## src/rtl/gray_world_balance.sv

```systemverilog
// Gray-world automatic white balance on a 24-bit RGB AXI4-Stream path.
// Per-frame channel sums feed a shared restoring divider that produces Q8.8
// gains during blanking; each frame is scaled by the gains of the previous
// complete frame.
// Optional build macro: GW_UNITY_FIRST_FRAME_EN (gains reset to unity 256
// instead of 0, so the first frame after reset passes through unchanged).
module gray_world_balance #(
  parameter int unsigned NROWS = 550,
  parameter int unsigned NCOL  = 367
) (
  input  logic        clk,
  input  logic        rst,
  input  logic        s_axis_tvalid,
  input  logic        s_axis_tuser,
  input  logic        s_axis_tlast,
  input  logic [23:0] s_axis_tdata,
  output logic        m_axis_tvalid,
  output logic        m_axis_tuser,
  output logic        m_axis_tlast,
  output logic [23:0] m_axis_tdata
);

  localparam int unsigned SW = $clog2(255 * NROWS * NCOL + 1);
  localparam int unsigned TW = SW + 2;
  localparam int unsigned NW = TW + 8;
  localparam int unsigned RW = $clog2(NROWS + 1);
  localparam int unsigned CW = $clog2(NW);

`ifdef GW_UNITY_FIRST_FRAME_EN
  localparam logic [15:0] GAIN_RST = 16'd256;
`else
  localparam logic [15:0] GAIN_RST = 16'd0;
`endif

  typedef enum logic [1:0] {S_IDLE, S_LOAD, S_DIV, S_STORE} state_t;

  state_t state, state_nx;

  logic [7:0]    px_r, px_g, px_b;
  logic          sof, eol, frame_done, start_c;
  logic [SW-1:0] sum_r, sum_g, sum_b;
  logic [SW-1:0] sum_r_nx, sum_g_nx, sum_b_nx;
  logic [SW-1:0] hold_r, hold_g, hold_b, hold_sel;
  logic [RW-1:0] row_cnt, row_eff;
  logic [TW-1:0] total;

  logic [1:0]    ch;
  logic [CW-1:0] bit_cnt;
  logic [NW-1:0] num, quo;
  logic [TW-1:0] den, rem, rem_nx;
  logic [TW:0]   rem_sh;
  logic          rem_ge;
  logic [15:0]   gain_q;
  logic          load_c, shift_c, store_c;

  logic [15:0]   gtmp_r, gtmp_g;
  logic [15:0]   pend_r, pend_g, pend_b;
  logic [15:0]   act_r, act_g, act_b;
  logic [15:0]   gsel_r, gsel_g, gsel_b;

  logic          v1, u1, l1;
  logic [23:0]   prod_r, prod_g, prod_b;

  function automatic logic [7:0] sat8(input logic [23:0] p);
    return (|p[23:16]) ? 8'hFF : p[15:8];
  endfunction

  assign px_r = s_axis_tdata[23:16];
  assign px_g = s_axis_tdata[15:8];
  assign px_b = s_axis_tdata[7:0];
  assign sof  = s_axis_tvalid & s_axis_tuser;
  assign eol  = s_axis_tvalid & s_axis_tlast;

  // Running sums including the current pixel; SOF restarts them
  always_comb begin
    sum_r_nx = sof ? SW'(px_r) : sum_r + SW'(px_r);
    sum_g_nx = sof ? SW'(px_g) : sum_g + SW'(px_g);
    sum_b_nx = sof ? SW'(px_b) : sum_b + SW'(px_b);
    row_eff  = s_axis_tuser ? '0 : row_cnt;
  end

  assign frame_done = eol && (row_eff == RW'(NROWS - 1));
  assign start_c    = frame_done && (state == S_IDLE);

  // Frame statistics and row counting
  always_ff @(posedge clk or posedge rst) begin
    if (rst) begin
      sum_r   <= '0;
      sum_g   <= '0;
      sum_b   <= '0;
      row_cnt <= '0;
    end else if (s_axis_tvalid) begin
      sum_r <= sum_r_nx;
      sum_g <= sum_g_nx;
      sum_b <= sum_b_nx;
      if (eol && (row_eff < RW'(NROWS)))
        row_cnt <= row_eff + RW'(1);
      else
        row_cnt <= row_eff;
    end
  end

  // Snapshot of completed-frame sums; dropped while the divider is busy
  always_ff @(posedge clk or posedge rst) begin
    if (rst) begin
      hold_r <= '0;
      hold_g <= '0;
      hold_b <= '0;
    end else if (start_c) begin
      hold_r <= sum_r_nx;
      hold_g <= sum_g_nx;
      hold_b <= sum_b_nx;
    end
  end

  // Divider FSM state register
  always_ff @(posedge clk or posedge rst) begin
    if (rst) state <= S_IDLE;
    else     state <= state_nx;
  end

  // Divider FSM next-state logic
  always_comb begin
    state_nx = state;
    case (state)
      S_IDLE:  if (start_c) state_nx = S_LOAD;
      S_LOAD:  state_nx = S_DIV;
      S_DIV:   if (bit_cnt == CW'(NW - 1)) state_nx = S_STORE;
      S_STORE: state_nx = (ch == 2'd2) ? S_IDLE : S_LOAD;
      default: state_nx = S_IDLE;
    endcase
  end

  // Divider FSM control strobes
  always_comb begin
    load_c  = 1'b0;
    shift_c = 1'b0;
    store_c = 1'b0;
    case (state)
      S_LOAD:  load_c  = 1'b1;
      S_DIV:   shift_c = 1'b1;
      S_STORE: store_c = 1'b1;
      default: ;
    endcase
  end

  // Operand selection, restoring step and gain clamping
  always_comb begin
    hold_sel = hold_r;
    if (ch == 2'd1) hold_sel = hold_g;
    if (ch == 2'd2) hold_sel = hold_b;
    total  = TW'(hold_r) + TW'(hold_g) + TW'(hold_b);
    rem_sh = {rem, num[NW-1]};
    rem_ge = rem_sh >= {1'b0, den};
    rem_nx = rem_ge ? TW'(rem_sh - {1'b0, den}) : TW'(rem_sh);
    if (den == '0)
      gain_q = 16'd256;
    else if ((quo >> 16) != '0)
      gain_q = 16'hFFFF;
    else
      gain_q = quo[15:0];
  end

  // Shared divider datapath and pending gains
  always_ff @(posedge clk or posedge rst) begin
    if (rst) begin
      ch      <= '0;
      bit_cnt <= '0;
      num     <= '0;
      quo     <= '0;
      den     <= '0;
      rem     <= '0;
      gtmp_r  <= '0;
      gtmp_g  <= '0;
      pend_r  <= GAIN_RST;
      pend_g  <= GAIN_RST;
      pend_b  <= GAIN_RST;
    end else begin
      if (start_c) ch <= '0;
      if (load_c) begin
        num     <= {total, 8'd0};
        den     <= (TW'(hold_sel) << 1) + TW'(hold_sel);
        rem     <= '0;
        quo     <= '0;
        bit_cnt <= '0;
      end
      if (shift_c) begin
        rem     <= rem_nx;
        quo     <= {quo[NW-2:0], rem_ge};
        num     <= {num[NW-2:0], 1'b0};
        bit_cnt <= bit_cnt + CW'(1);
      end
      if (store_c) begin
        case (ch)
          2'd0: gtmp_r <= gain_q;
          2'd1: gtmp_g <= gain_q;
          default: begin
            pend_r <= gtmp_r;
            pend_g <= gtmp_g;
            pend_b <= gain_q;
          end
        endcase
        ch <= ch + 2'd1;
      end
    end
  end

  // Gains for the SOF beat come straight from pending
  always_comb begin
    gsel_r = sof ? pend_r : act_r;
    gsel_g = sof ? pend_g : act_g;
    gsel_b = sof ? pend_b : act_b;
  end

  // Active gains latched at start of frame
  always_ff @(posedge clk or posedge rst) begin
    if (rst) begin
      act_r <= GAIN_RST;
      act_g <= GAIN_RST;
      act_b <= GAIN_RST;
    end else if (sof) begin
      act_r <= pend_r;
      act_g <= pend_g;
      act_b <= pend_b;
    end
  end

  // Stage 1: sideband delay and per-channel multiply
  always_ff @(posedge clk or posedge rst) begin
    if (rst) begin
      v1     <= 1'b0;
      u1     <= 1'b0;
      l1     <= 1'b0;
      prod_r <= '0;
      prod_g <= '0;
      prod_b <= '0;
    end else begin
      v1 <= s_axis_tvalid;
      u1 <= s_axis_tuser;
      l1 <= s_axis_tlast;
      if (s_axis_tvalid) begin
        prod_r <= 24'(px_r) * 24'(gsel_r);
        prod_g <= 24'(px_g) * 24'(gsel_g);
        prod_b <= 24'(px_b) * 24'(gsel_b);
      end
    end
  end

  // Stage 2: scale back from Q8.8 with saturation
  always_ff @(posedge clk or posedge rst) begin
    if (rst) begin
      m_axis_tvalid <= 1'b0;
      m_axis_tuser  <= 1'b0;
      m_axis_tlast  <= 1'b0;
      m_axis_tdata  <= '0;
    end else begin
      m_axis_tvalid <= v1;
      m_axis_tuser  <= u1;
      m_axis_tlast  <= l1;
      if (v1) m_axis_tdata <= {sat8(prod_r), sat8(prod_g), sat8(prod_b)};
    end
  end

endmodule

```

## config.mk

```make
export PLATFORM = sky130hd
export DESIGN_NAME = gray_world_balance
export DESIGN_NICKNAME = d
export VERILOG_FILES = /design/src/rtl/gray_world_balance.sv
export SDC_FILE = /design/constraint.sdc
export NUM_CORES = 2
export LEC_CHECK = 0
export BUFFER_PORTS_ARGS = -buffer_cell sky130_fd_sc_hd__buf_2
export CORE_MARGIN = 4
export CORE_UTILIZATION = 65
export DETAILED_ROUTE_END_ITERATION = 7
export PLACE_DENSITY = 0.82
export SYNTH_ARGS = -nofsm -noshare
export SYNTH_HDL_FRONTEND = slang
export SYNTH_SLANG_ARGS = --single-unit
```

## constraint.sdc

```tcl
create_clock -name clk -period 22.1 [get_ports clk]
set_input_delay 2.21 -clock clk [delete_from_list [all_inputs] [get_ports clk]]
set_output_delay 2.21 -clock clk [all_outputs]
set_load 0.05 [all_outputs]
```

==> results by group <==
Outcome
  – Status: finished clean

Logic synthesis
  – Multiplexer area fraction after synthesis: 5.342%
  – Largest family of logic cells by synthesized area: adder cells
  – Post-synth EDFFs: 0
  – Most used flip-flop cell after synthesis: dfrtp_1
  – Post-synthesis cell type count: 78
  – Area leader, netlist: dfrtp_1
  – Synth warn: 0
  – Synthesized flop and latch total: 502
  – Syn_nets: 4604
  – Syn_area_per_cell: 9.396 um2
  – Commonest cells post-synth: nand2_1, dfrtp_1, inv_1, fa_1, ha_1
  – Sequential element share of the synthesized area: 32.96%
  – Post-Syn Area: 38110 um2
  – Ys async rst share: 100.0%
  – Post-Synth Adder-Cell Area: 22.57%
  – Most common cell in the netlist: nand2_1
  – Simple-Gate Fraction of Synth Area: 16.07%
  – Synth area leaders: dfrtp_1, fa_1, ha_1, nand2_1, inv_1
  – Top cell type's share of synthesized area: 32.96%
  – Compound-cell area share of the yosys netlist: 12.93%
  – Xor-xnor portion of the synthesized cell area: 4.068%
  – Synth Instances: 4056

Detailed routing
  – Drt pass-1 iters: 5
  – DR iter-0 viols: 2039
  – DRC Markers: 0
  – Routed vias/inst: 5.900
  – Via count: 28510
  – Final WL: 86780 um
  – DRT antenna net count: 0
  – Drt wl/cell: 17.96 um

STA
  – Slew at the pin closest to its max-slew limit: 1188 ps
  – Final-report hold violation count: 0
  – RSZ-0062 raised after global routing: no
  – Final setup margin: 13020 ps
  – Final Max Slew Viols: 0
  – Fin Setup TNS: 0 ps
  – Worst relative slew slack: 20.79%
  – Maximum operating frequency: 110.2 MHz
  – Clock Skew: 19.11 ps
  – Final setup viols: 0
  – Minimum clock period: 9075 ps
  – Post-route clock period utilization: 41.07%

CTS
  – Cts-stage hold buffer count: 0
  – Clock-pin slew on the worst setup and hold paths: 60 ps
  – H-tree Lvls: 2
  – TritonCTS clock tree: yes
  – CTS Sinks: 502
  – CTS Buf Count: 55
  – Cts repair resizes: 0
  – CTS root buf: clkbuf_16
  – Max Root-Sink Buffers: 3
  – Worst-Skew Late Latency: 650 ps
  – Number of post-CTS setup repair buffers: 0

Layout
  – Nets: 4569
  – FILL cells: 4318
  – Area grow syn2layout: 7.246%
  – Layout cell share with drive strength beyond 1: 5.903%
  – Antenna cells: 0
  – Final instance count without filler cells: 4831

Critical path
  – CP max stage cell: mux2i_1
  – Crit start category: input pin
  – Critical path's top delay family: adder cells
  – Crit path kind: in2reg
  – WP data arrival: 9600 ps
  – Crit. path cell count: 24
  – CP Capture Type: flop
  – Buffers and inverters on the worst path: 6
  – Critical Path RT: 22630 ps
  – CP max stage delay: 690 ps
  – Reg2reg path depth: 21
  – CP Max Fanout: 56
  – CP cell instances: buf_4 -> buf_4 -> nand2_4 -> mux2i_1 -> inv_1 -> nand2_1 -> fa_1 -> fa_1 -> inv_1 -> fa_1 -> inv_1 -> fa_1 -> inv_1 -> ha_1 -> nand2_1 -> a2bb2oi_1 -> o211ai_2 -> o311ai_2 -> a31oi_1 -> a221oi_2 -> nor2_1 -> a2111oi_4 -> xnor2_1 -> mux2_2

Power and ir drop
  – VDD IR max: 0.00006735 V
  – Power per cell area: 54.40 nW/um2
  – Leak Pwr: 0.02055 uW
  – Tot Pwr: 2223 uW

Place
  – Cells after DPL: 4729
  – Detailed placer's ending HPWL: 61780 um
  – Final Wtd Congestion: 0.8639
  – Count of input and output buffers: 55
  – Pre-CTS setup slack: 12440 ps

Global route
  – Initial antenna violation count: 0
  – Global-route wire length before repair: 146500 um
  – Total grt overflow: 0
  – Overall fraction of global-route tracks in use: 28.04%
  – Vias in the first global route: 29340
  – Largest net degree at the start of global routing: 142

Floorplan
  – Num ports: 56
  – Die ar.: 62570 um2
  – Starting density of the core: 65.80%
  – Die height: 250.1 um
  – Rows: 88
  – Die Wd: 250.1 um
  – Core area: 57920 um2

Run
  – Max Cap Viol: 0

Min path
  – Hold Path Stages: 0
  – Min-Delay Path Class: reg2reg
==> logic make-up after synthesis <==
logic type | count (synthesis)
XOR/XNOR | 177
AND/OR/NAND/NOR | 1299
buffers and inverters | 612
multiplexers | 198
adder cells (fa/ha/maj) | 519
AO/OA/AOI/OAI | 749
flip-flops | 502
==> final timing paths <==
kind	from	slack [ps]	end
max	s_axis_tvalid	13020	prod_r[22]$_DFFE_PP0P_
min	u1$_DFF_PP0_	350	m_axis_tuser$_DFF_PP0_
max reg2reg	act_r[2]$_DFF_PP0_	15860	prod_r[22]$_DFFE_PP0P_
min reg2reg	u1$_DFF_PP0_	350	m_axis_tuser$_DFF_PP0_
max in group asynchronous	rst	17420	prod_g[12]$_DFFE_PP0P_
min in group asynchronous	rst	1680	quo[23]$_DFFE_PP0P_
==> layer usage <==
layer	GRT usage, %	part of all wire, %	vias up
li1	-	-	13420
met1	37.91	43	14150
met2	47.44	49	764
met3	4.423	5.8	163
met4	8.084	2.8	0
met5	0	0	-
==> flip-flops by register name, indices dropped and copies added, names as in the netlist, 24 cells and up <==
signal and cells:
den 28, hold_b 26, hold_g 26, hold_r 26
m_axis_tdata 24, num 28, quo 36, rem 28
sum_b 26, sum_g 26, sum_r 26
==> per-stage QoR <==
step	hold slack (ps)	utilization, %	area (um2)
final	347.9	70.57	40870
after global routing	367.1	70.57	40870
after CTS	350.3	70.57	40870
after detailed placement	336.3	67.21	38920
after global placement	332.0	67.21	38920
after floorplan	331.2	-	38110
==> cells in the final DEF (no fill, tap or decap), drive strengths merged, types with 5 or more instances in the layout <==
master   netlist  final
nand3         43     43
a21boi         6      6
clkinv         1     15
clkbuf       149     76
mux2i        161    161
a211oi         8      8
or3           11     11
o21a          27     27
nor3          59     59
dfrtp        502    502
nor2         226    226
fa           281    281
bufinv         0      6
a2111oi        5      5
buf           20     77
and3          30     30
and2         132    132
a221o          6      6
o21ai        217    217
o31ai         51     51
o211ai         6      6
o22a          24     24
nand4         20     20
ha           238    238
nand2b        16     16
o311ai         5      5
xor2          47     47
nor2b        184    184
nand2        540    540
o22ai         33     33
nor4          20     20
o2bb2ai       86     86
a21oi        165    165
a21o          45     45
mux2          37     37
xnor2        130    130
inv          442    444
a31oi         14     14
o21bai        15     15
==> worst reg2reg max path: stages, from the launching register on <==
cell	delay [ps]
dfrtp_1	370
mux2i_1	530
inv_1	150
nand2_1	120
fa_1	450
fa_1	540
inv_1	50
fa_1	540
inv_1	60
fa_1	550
inv_1	50
ha_1	300
nand2_1	100
a2bb2oi_1	190
o211ai_2	170
o311ai_2	340
a31oi_1	270
a221oi_2	410
nor2_1	130
a2111oi_4	400
xnor2_1	120
mux2_2	280
==> power by group <==
group / internal (uW) / switching (uW)
Sequential: 949 / 29.2
Combinational: 91.9 / 167
Clock: 576 / 410
==> final cells by class <==
class                      instances  area, um2  share of cell area (%)
sequential                       502      12560                   30.74
inverter                         443       1672                   4.090
clock buffer                      76       1585                   3.879
multi-input combinational       2942      23270                   56.95
timing repair buffer              77      457.9                   1.120
clock inverter                    26      362.8                  0.8878
tap                              765      957.2                   2.342
(Power assumes the default switching activity.)
